$ cat config.mk
export PLATFORM = sky130hd
export DESIGN_NAME = pc_sequencer
export DESIGN_NICKNAME = d
export VERILOG_FILES = /design/src/rtl/pc_seq_pkg.sv /design/src/rtl/pc_seq_redirect_hold.sv /design/src/rtl/pc_sequencer.sv
export SDC_FILE = /design/constraint.sdc
export NUM_CORES = 1
export LEC_CHECK = 0
export CAP_MARGIN = 20
export CORE_MARGIN = 8
export CORE_UTILIZATION = 45
export DETAILED_ROUTE_END_ITERATION = 8
export GPL_TIMING_DRIVEN = 0
export PLACE_DENSITY_LB_ADDON = 0.1
export SETUP_SLACK_MARGIN = 0.05
export SYNTH_ARGS = -nofsm -noshare
export SYNTH_HDL_FRONTEND = slang
export SYNTH_SLANG_ARGS = --single-unit
$ cat constraint.sdc
create_clock -name Clk -period 3.2 [get_ports Clk]
set_input_delay 0.32 -clock Clk [delete_from_list [all_inputs] [get_ports Clk]]
set_output_delay 0.32 -clock Clk [all_outputs]
set_load 0.01 [all_outputs]
$ cat src/rtl/pc_seq_pkg.sv
// -----------------------------------------------------------------------------
// pc_seq_pkg
// Shared definitions for the next-PC sequencer: controller state encoding,
// redirect source encoding, the default sequential increment and a small
// alignment helper used wherever a redirect target is about to be applied.
// No ports (package).
// -----------------------------------------------------------------------------
package pc_seq_pkg;

  typedef enum logic [1:0] {
    BOOT  = 2'd0,
    RUN   = 2'd1,
    STALL = 2'd2,
    HALT  = 2'd3
  } pcState_e;

  // Branch encodes higher than jump so a plain >= compare implements
  // "equal or higher priority may overwrite".
  typedef enum logic {
    SRC_JUMP   = 1'b0,
    SRC_BRANCH = 1'b1
  } redirSrc_e;

  localparam int unsigned PC_INC_DEFAULT = 4;

  function automatic logic isMisaligned(input logic [31:0] addr);
    return (addr[1:0] != 2'b00);
  endfunction

endpackage

$ cat src/rtl/pc_seq_redirect_hold.sv
// -----------------------------------------------------------------------------
// pc_redirect_hold
// Pending-redirect register. Remembers a branch/jump target that arrived while
// the PC was stalled so it can be applied once the stall releases.
// Ports:
//   clk_i        clock
//   rst_ni       synchronous active-low reset (clears pending)
//   capture_i    controller allows a new request to be considered this cycle
//   reqValid_i   a redirect request is present
//   reqTarget_i  requested target address
//   reqSrc_i     requested source (jump / branch)
//   clear_i      pending redirect has been consumed
//   pendValid_o  a redirect is pending
//   pendTarget_o pending target address
//   pendSrc_o    pending source
// -----------------------------------------------------------------------------
module pc_redirect_hold
  import pc_seq_pkg::*;
(
  input  logic        clk_i,
  input  logic        rst_ni,
  input  logic        capture_i,
  input  logic        reqValid_i,
  input  logic [31:0] reqTarget_i,
  input  redirSrc_e   reqSrc_i,
  input  logic        clear_i,
  output logic        pendValid_o,
  output logic [31:0] pendTarget_o,
  output redirSrc_e   pendSrc_o
);

  logic        valid_q;
  logic [31:0] target_q;
  redirSrc_e   src_q;
  logic        accept;

  // A held branch is never displaced by a younger jump; anything else may
  // overwrite the slot (an empty slot always accepts).
  assign accept = capture_i && reqValid_i && (!valid_q || (reqSrc_i >= src_q));

  always_ff @(posedge clk_i) begin
    if (!rst_ni) begin
      valid_q  <= 1'b0;
      target_q <= 32'h0;
      src_q    <= SRC_JUMP;
    end else if (clear_i) begin
      valid_q  <= 1'b0;
      target_q <= 32'h0;
      src_q    <= SRC_JUMP;
    end else if (accept) begin
      valid_q  <= 1'b1;
      target_q <= reqTarget_i;
      src_q    <= reqSrc_i;
    end
  end

  assign pendValid_o  = valid_q;
  assign pendTarget_o = target_q;
  assign pendSrc_o    = src_q;

endmodule

$ cat src/rtl/pc_sequencer.sv
// -----------------------------------------------------------------------------
// pc_sequencer
// Next-PC controller for the pipeline PC register. Chooses between sequential,
// branch and jump addresses, gates the PC load enable, holds redirects that
// arrive while stalled, flushes IF/ID on redirects and halts on request or on
// a misaligned target.
// Ports:
//   Clk          clock
//   Rst          synchronous active-low reset
//   PCIn         current PC value
//   Stall        hold the PC this cycle
//   BranchTaken  EX-stage branch resolved taken
//   BranchTarget EX-stage branch target
//   Jump         ID-stage jump / jr
//   JumpTarget   ID-stage jump target
//   Halt         ID-stage halt request
//   NextPC       address presented to the PC register
//   PCWrite      PC register load enable
//   FlushIFID    invalidate IF/ID this cycle
//   Halted       registered, high while halted
//   AddrError    registered, sticky misaligned-target flag
//   StallCount   registered, saturating count of non-writing RUN/STALL cycles
// -----------------------------------------------------------------------------
module pc_sequencer
  import pc_seq_pkg::*;
#(
  parameter logic [31:0] RESET_VECTOR = 32'h0000_0000,
  parameter int unsigned PC_INC       = PC_INC_DEFAULT,
  parameter int unsigned CNT_W        = 16
) (
  input  logic             Clk,
  input  logic             Rst,
  input  logic [31:0]      PCIn,
  input  logic             Stall,
  input  logic             BranchTaken,
  input  logic [31:0]      BranchTarget,
  input  logic             Jump,
  input  logic [31:0]      JumpTarget,
  input  logic             Halt,
  output logic [31:0]      NextPC,
  output logic             PCWrite,
  output logic             FlushIFID,
  output logic             Halted,
  output logic             AddrError,
  output logic [CNT_W-1:0] StallCount
);

  pcState_e         state_q, state_d;
  logic             halted_q;
  logic             addrErr_q, addrErr_d;
  logic [CNT_W-1:0] stallCnt_q;

  logic             redirect;
  logic [31:0]      reqTarget;
  redirSrc_e        reqSrc;
  logic             capture;
  logic             clearPend;
  logic             pendValid;
  logic [31:0]      pendTarget;
  redirSrc_e        pendSrc;
  logic             cntInc;

  // The EX-stage branch is older than the ID-stage jump, so it wins.
  assign redirect  = BranchTaken || Jump;
  assign reqTarget = BranchTaken ? BranchTarget : JumpTarget;
  assign reqSrc    = BranchTaken ? SRC_BRANCH : SRC_JUMP;

  pc_redirect_hold uHold (
    .clk_i        (Clk),
    .rst_ni       (Rst),
    .capture_i    (capture),
    .reqValid_i   (redirect),
    .reqTarget_i  (reqTarget),
    .reqSrc_i     (reqSrc),
    .clear_i      (clearPend),
    .pendValid_o  (pendValid),
    .pendTarget_o (pendTarget),
    .pendSrc_o    (pendSrc)
  );

  // Next-state and PC-select logic. A STALL cycle with Stall low and nothing
  // pending falls through to the same decisions as RUN. A released pending
  // redirect drops any fresh request: those come from flushed instructions.
  always_comb begin
    NextPC    = PCIn + 32'(PC_INC);
    PCWrite   = 1'b0;
    FlushIFID = 1'b0;
    state_d   = state_q;
    addrErr_d = addrErr_q;
    capture   = 1'b0;
    clearPend = 1'b0;
    case (state_q)
      BOOT: begin
        NextPC    = RESET_VECTOR;
        PCWrite   = 1'b1;
        FlushIFID = 1'b1;
        state_d   = RUN;
      end
      RUN, STALL: begin
        if ((state_q == STALL) && Stall) begin
          capture = 1'b1;
        end else if ((state_q == STALL) && pendValid) begin
          clearPend = 1'b1;
          if (isMisaligned(pendTarget)) begin
            addrErr_d = 1'b1;
            state_d   = HALT;
          end else begin
            NextPC    = pendTarget;
            PCWrite   = 1'b1;
            FlushIFID = 1'b1;
            state_d   = RUN;
          end
        end else if (redirect) begin
          if (Stall) begin
            capture = 1'b1;
            state_d = STALL;
          end else if (isMisaligned(reqTarget)) begin
            addrErr_d = 1'b1;
            state_d   = HALT;
          end else begin
            NextPC    = reqTarget;
            PCWrite   = 1'b1;
            FlushIFID = 1'b1;
            state_d   = RUN;
          end
        end else if (Halt) begin
          state_d = HALT;
        end else if (Stall) begin
          state_d = STALL;
        end else begin
          PCWrite = 1'b1;
          state_d = RUN;
        end
      end
      HALT: begin
        state_d = HALT;
      end
      default: begin
        state_d = BOOT;
      end
    endcase
  end

  // Only RUN/STALL cycles that hold the PC are counted; saturate at all-ones.
  assign cntInc = ((state_q == RUN) || (state_q == STALL)) && !PCWrite &&
                  (stallCnt_q != {CNT_W{1'b1}});

  // State, status flags and counter registers.
  always_ff @(posedge Clk) begin
    if (!Rst) begin
      state_q    <= BOOT;
      halted_q   <= 1'b0;
      addrErr_q  <= 1'b0;
      stallCnt_q <= '0;
    end else begin
      state_q   <= state_d;
      halted_q  <= (state_d == HALT);
      addrErr_q <= addrErr_d;
      if (cntInc) begin
        stallCnt_q <= stallCnt_q + CNT_W'(1);
      end
    end
  end

  assign Halted     = halted_q;
  assign AddrError  = addrErr_q;
  assign StallCount = stallCnt_q;

endmodule

# == Yosys cells after proc, flatten, opt, wreduce, memory -nomap -nowiden ==
# Cells that the tools add are included.
# word_totals
register_bits,54
inputBits,102
output_inout_bits,52
# classes
addsub,2
magnitude_cmp,1
eq_ne,7
n_mux,44
n_bitwise,2
n_reduce_logical,19
# ops
op,n
32-bit 2-to-1 mux,7
32-bit case mux with 2 select lines,1
32-bit by 3-bit adder with 32-bit output (second input constant),1
1-bit 2-to-1 mux,25
16-bit by 1-bit adder with 16-bit output (second input constant),1
2-bit 2-to-1 mux,8
16-bit != test (second input constant),1
2-bit nonzero test,4
2-bit == test (second input constant),3
1-bit logical AND,6
2-bit case mux with 3 select lines,1
6-bit AND reduction,1
2-bit by 1-bit != test with 1-bit output (second input constant),2
1-bit case mux with 2 select lines,2
2-bit OR reduction,2
1-bit logical OR,3
2-bit by 1-bit == test with 1-bit output (second input constant),1
1-bit zero test,2
2-bit zero test,1
1-bit inverter,2
1-bit greater-or-equal comparator,1

# == Longest topological paths before layout ==
# logic_depth
word_depth,11
mapped_depth,11

# == By module ==
# Synthesis repeated with hierarchy kept, for this count alone.
# unflattened
hier_cells,550
area_unflattened_um2,4419.2
# by_module_without_submodules
module,instances,cells_per_inst,area_each_um2
pc_sequencer,1,394,3010.4
pc_redirect_hold,1,156,1408.9

# == Least setup slack after synthesis ==
# No wires, ideal clock.
# synth_timing
path_kind,reg2out
start,reg state_q[0]
end,out NextPC[28]
arrival_time_ns,2.149
t_required_ns,2.880
slack_ns,0.731
path_stages_with_launch,12
n_path_buf,4
path_cell_list,dfxtp_1 -> inv_1 -> ha_1 -> buf_2 -> nand4bb_1 -> clkbuf_1 -> nand2b_1 -> clkbuf_1 -> nand2_1 -> nand2_1 -> clkbuf_1 -> a31oi_1
# synth_between
elab_chain_cells,5
word_cells_on_any_way,9
# synth_lines
element,line_no,text
start: declaration,pc_sequencer.sv:48,"pcState_e state_q, state_d;"
start signal: assignment,pc_sequencer.sv:156,state_q <= state_d;
2-bit == test,"pc_sequencer.sv:92, pc_sequencer.sv:100, pc_sequencer.sv:102",
1-bit logical AND,pc_sequencer.sv:102,end else if ((state_q == STALL) && pendValid) begin
32-bit 2-to-1 mux,pc_sequencer.sv:102,
32-bit 2-to-1 mux,pc_sequencer.sv:100,if ((state_q == STALL) && Stall) begin
32-bit case mux with 2 select lines (*),pc_sequencer.sv:92,case (state_q)
end: declaration,pc_sequencer.sv:40,"output logic [31:0] NextPC,"
# Every way passes the cells marked *; elsewhere a longest branch is shown, timed or not.

# == Worst setup path after layout ==
# layout_timing
start,in BranchTaken
end,out NextPC[3]
# layout_between
elab_chain_cells,8
word_cells_on_any_way,9
# layout_lines
element,line_no,text
start: declaration,pc_sequencer.sv:35,"input logic BranchTaken,"
32-bit 2-to-1 mux,pc_sequencer.sv:65,assign reqTarget = BranchTaken ? BranchTarget : JumpTarget;
2-bit nonzero test,pc_seq_pkg.sv:27,return (addr[1:0] != 2'b00);
32-bit 2-to-1 mux,pc_sequencer.sv:117,end else if (isMisaligned(reqTarget)) begin
32-bit 2-to-1 mux,pc_sequencer.sv:114,if (Stall) begin
32-bit 2-to-1 mux (*),pc_sequencer.sv:113,end else if (redirect) begin
32-bit 2-to-1 mux (*),pc_sequencer.sv:102,
32-bit 2-to-1 mux (*),pc_sequencer.sv:100,
32-bit case mux with 2 select lines (*),pc_sequencer.sv:92,
# Marked as above.

==> run_summary.xml <==
<?xml version="1.0" encoding="UTF-8"?>
<metrics>
  <group name="global_routing">
    <metric name="grt_util_all_layers" unit="%">23.73</metric>
    <metric name="grt_first_pass_wirelength" unit="mm">24.41</metric>
    <metric name="grt_max_degree" unit="">20</metric>
    <metric name="number_of_global_route_vias_before_repair" unit="">4773</metric>
    <metric name="remaining_global_route_overflow" unit="">0</metric>
    <metric name="grt_antenna_before_repair" unit="">0</metric>
  </group>
  <group name="placement">
    <metric name="gpl.final_weighted_congestion" unit="">0.9300</metric>
    <metric name="dpl_cell_area" unit="sq mm">0.005732</metric>
    <metric name="place.port_buffers" unit="">152</metric>
    <metric name="hpwl" unit="mm">12.45</metric>
  </group>
  <group name="final_layout">
    <metric name="layout-drive-gt1-share" unit="%">9.052</metric>
    <metric name="multi_input_comb_area" unit="sq mm">0.002899</metric>
    <metric name="finish.net_count" unit="">803</metric>
    <metric name="flow.area_growth_from_synthesis" unit="%">47.28</metric>
    <metric name="fillCellCount" unit="">783</metric>
    <metric name="seq_area" unit="sq mm">0.001082</metric>
    <metric name="design_area" unit="sq mm">0.006002</metric>
    <metric name="utilization" unit="%">68.49</metric>
    <metric name="num_antenna_cells" unit="">0</metric>
  </group>
  <group name="sta">
    <metric name="hold_viol_final" unit="">0</metric>
    <metric name="setup_violating_endpoint_count_in_the_final_report" unit="">0</metric>
    <metric name="tmin_final" unit="ns">3.034</metric>
    <metric name="timing.slew.headroom" unit="%">37.48</metric>
    <metric name="period_share" unit="%">94.81</metric>
    <metric name="unrepaired_setup_endpoints_after_global_routing" unit="">no</metric>
    <metric name="fmax" unit="MHz">329.6</metric>
    <metric name="maximum_clock_skew_at_final_layout" unit="ns">0.01200</metric>
    <metric name="tns" unit="ns">0</metric>
    <metric name="timing_max_transition_violations_final" unit="">0</metric>
    <metric name="max_slew.worst_pin.slew" unit="ns">0.9377</metric>
  </group>
  <group name="critical_path">
    <metric name="crit_end_category" unit="">output port</metric>
    <metric name="critPathMaxStageDelay" unit="ns">0.59</metric>
    <metric name="most_frequent_cell_on_critical_path" unit="">clkdlybuf4s50_1</metric>
    <metric name="crit_path_max_fanout" unit="">10</metric>
    <metric name="critPathBufInv" unit="">3</metric>
    <metric name="critPathArrivalTime" unit="ns">2.71</metric>
    <metric name="path_delay_family" unit="">buffers and inverters</metric>
    <metric name="timing_worst_setup_path_type" unit="">in -&gt; out</metric>
    <metric name="timing.critical_path.cells" unit="">clkdlybuf4s50_1 -&gt; buf_6 -&gt; nor3b_4 -&gt; o2111ai_1 -&gt; o221ai_1 -&gt; nand2_1 -&gt; o2bb2ai_1 -&gt; clkdlybuf4s50_1</metric>
    <metric name="startpoint_type_of_the_worst_setup_path" unit="">input port</metric>
    <metric name="worst-endpoint-required" unit="ns">2.88</metric>
    <metric name="critical_path.slowest_cell" unit="">clkdlybuf4s50_1</metric>
  </group>
  <group name="floorplan">
    <metric name="placementRows" unit="">34</metric>
    <metric name="die_area" unit="sq mm">0.01236</metric>
    <metric name="die_x" unit="microns">111.2</metric>
    <metric name="boundaryPins" unit="">154</metric>
    <metric name="floorplan.initialDensity" unit="%">46.50</metric>
    <metric name="placeableCoreArea" unit="sq mm">0.008763</metric>
    <metric name="floorplan.die.height" unit="microns">111.2</metric>
  </group>
  <group name="yosys">
    <metric name="synth_top_area_share" unit="%">26.53</metric>
    <metric name="yosys_warnings" unit="">0</metric>
    <metric name="yosys_most_used_dff" unit="">dfxtp_1</metric>
    <metric name="postSynthAreaPerCell" unit="sq um">7.660</metric>
    <metric name="yosys-top-cells-area" unit="">dfxtp_1 (27%), mux2i_1 (9.3%), nor2_1 (6.2%)</metric>
    <metric name="yosysSeqAreaShare" unit="%">26.53</metric>
    <metric name="synthesis.instances" unit="">532</metric>
    <metric name="asyncSetResetFlopFracSynth" unit="%">0</metric>
    <metric name="post_synth_instance_area" unit="sq mm">0.004075</metric>
    <metric name="synth_enable_flop_cells" unit="">0</metric>
    <metric name="yosys.cell_types.count" unit="">59</metric>
    <metric name="syn_nets" unit="">640</metric>
    <metric name="post-synth-top-area-cell" unit="">dfxtp_1</metric>
    <metric name="ys_seq_elements" unit="">54</metric>
  </group>
  <group name="routing">
    <metric name="drtIter0Drc" unit="">277</metric>
    <metric name="top_layer_used" unit="">met4</metric>
    <metric name="postRouteWirelength" unit="mm">15.80</metric>
    <metric name="route.detailed.vias_per_inst" unit="">6.039</metric>
    <metric name="met1Wirelength" unit="mm">6.662</metric>
    <metric name="post-route-drc-count" unit="">0</metric>
    <metric name="detailroute.via_count" unit="">4855</metric>
    <metric name="detail_route.wl_per_cell" unit="microns">19.65</metric>
    <metric name="routed_antenna_nets" unit="">0</metric>
    <metric name="dr.pass1.iters" unit="">5</metric>
    <metric name="routed-wl-met3" unit="mm">1.140</metric>
    <metric name="met2WireLength" unit="mm">7.722</metric>
  </group>
  <group name="clock_network">
    <metric name="numClockSinks" unit="">54</metric>
    <metric name="ctsRootBufferMaster" unit="">clkbuf_8</metric>
    <metric name="clock_latency_late_sink" unit="ns">0.33</metric>
    <metric name="cts_tree" unit="">yes</metric>
    <metric name="ctsHtreeMaxLevel" unit="">2</metric>
    <metric name="cts-buffers-inserted" unit="">5</metric>
    <metric name="clk_pin_slew" unit="ns">0.11</metric>
    <metric name="ctsLongestPathBuffers" unit="">2</metric>
    <metric name="cts_hold_buffers" unit="">0</metric>
  </group>
  <group name="pwr">
    <metric name="power_density" unit="mW/mm^2">338.2</metric>
    <metric name="leakage" unit="nW">2.333</metric>
    <metric name="worst_ir_drop_vdd" unit="mV">0.2040</metric>
  </group>
  <group name="outcome">
    <metric name="outcome" unit="">complete, no violations</metric>
  </group>
  <group name="min_path">
    <metric name="worst_hold_path_type" unit="">reg -&gt; reg</metric>
  </group>
  <group name="flow_run">
    <metric name="max_cap_viol_count" unit="">0</metric>
  </group>
</metrics>
[tightest hold or removal path, stage by stage, from the launching register on]
cell and delay [ns]:
dfxtp_1 0.35, o41ai_1 0.07, a21oi_1 0.05
[cells by family after synthesis]
group / synth area share [%]
AND/OR/NAND/NOR: 26.07
AO/OA/AOI/OAI: 25.18
flip-flops: 26.53
buffers and inverters: 4.851
multiplexers: 10.16
XOR/XNOR: 5.373
adder cells (fa/ha/maj): 1.842
[cell usage in the layout (no fill, tap or decap), drive strengths merged, types with 3 or more instances in the layout]
cell / synthesis / routed
dfxtp: 54 / 54
nand3: 14 / 14
mux2: 3 / 3
clkdlybuf4s50: 0 / 122
xor2: 13 / 13
a211oi: 29 / 29
mux2i: 38 / 38
nand2b: 8 / 8
nor2: 67 / 67
a31oi: 5 / 5
o21ai: 26 / 26
o41ai: 7 / 7
a221oi: 10 / 10
and4: 6 / 6
or4b: 5 / 5
or4: 4 / 4
nor3: 9 / 9
dlymetal6s2s: 0 / 9
o31ai: 10 / 10
nand4: 18 / 18
and3: 11 / 11
inv: 7 / 8
nand2: 46 / 46
dlygate4sd2: 0 / 20
and2: 3 / 3
xnor2: 12 / 12
clkbuf: 29 / 33
buf: 11 / 17
nor4: 6 / 6
ha: 6 / 6
a21oi: 41 / 41
[sequential cells by signal, indices dropped and copies added (netlist names)]
signal and count:
Halted 1, uHold.pendValid_o 1, StallCount 16, uHold.pendTarget_o 32, state_q 2, AddrError 1
uHold.pendSrc_o 1
[metal layers]
metal  global-route usage (%)  vias up
met5                        0        -
met4                    5.867        0
met3                    4.600       25
met2                    41.01      226
met1                    29.31     2270
li1                         -     2334
[layout make-up]
class	count	share of cell area (%)
Multi-Input combinational cell	430	48.30
Timing Repair Buffer	158	25.97
Sequential cell	54	18.03
Buffer	38	3.252
Tap cell	108	2.251
Clock buffer	5	1.147
Inverter	8	0.5629
Clock inverter	3	0.4795
[stage by stage]
| stage | std cells | setup WS [ns] | hold WS [ns] | total power (W) |
|---|---|---|---|---|
| 2_1_floorplan | 532 | 0.7311 | 0.4536 | 0.001190 |
| 3_3_place_gp | 792 | -0.5147 | 0.4735 | 0.001604 |
| 3_5_place_dp | 792 | -0.4836 | 0.4813 | 0.001622 |
| 4_1_cts | 800 | -0.04779 | 0.5040 | 0.002019 |
| 5_1_grt | 804 | 0.01034 | 0.5361 | 0.002126 |
| 6_report | 804 | 0.1660 | 0.5067 | 0.002030 |
[Yosys cell counts (11+ instances only)]
cell and number:
xor2_1 13, clkbuf_1 29, nor2_1 67, a21oi_1 41
nand4_1 18, nand3_1 14, and3_1 11, dfxtp_1 54
o21ai_0 26, a211oi_1 29, xnor2_1 12, mux2i_1 38
nand2_1 46
[worst paths after layout]
path	endpoint	from	slack, ns	cells after the start
setup reg to reg	StallCount[5]$_SDFFE_PN0P_	state_q[0]$_SDFF_PN0_	0.68	11
hold reg to reg	StallCount[4]$_SDFFE_PN0P_	StallCount[4]$_SDFFE_PN0P_	0.51	2
hold / removal	StallCount[4]$_SDFFE_PN0P_	StallCount[4]$_SDFFE_PN0P_	0.51	2
setup / recovery	NextPC[3]	BranchTaken	0.17	8
[where the power goes]
part           switching [W]  internal, W  total, W
combinational       0.000457     0.000391  0.000847
sequential         0.0000342     0.000726  0.000760
clock               0.000259     0.000163  0.000422
total               0.000750      0.00128   0.00203
[timing repair]
item                                    in CTS  in global routing
endpoints found under the setup margin      34                 16
pin swaps                                    2                  2
resized for setup                           54                 24
setup buffers                                2                  4
hold endpoints to repair                     0                  0
No activity file was read; power rests on OpenSTA's default activity.
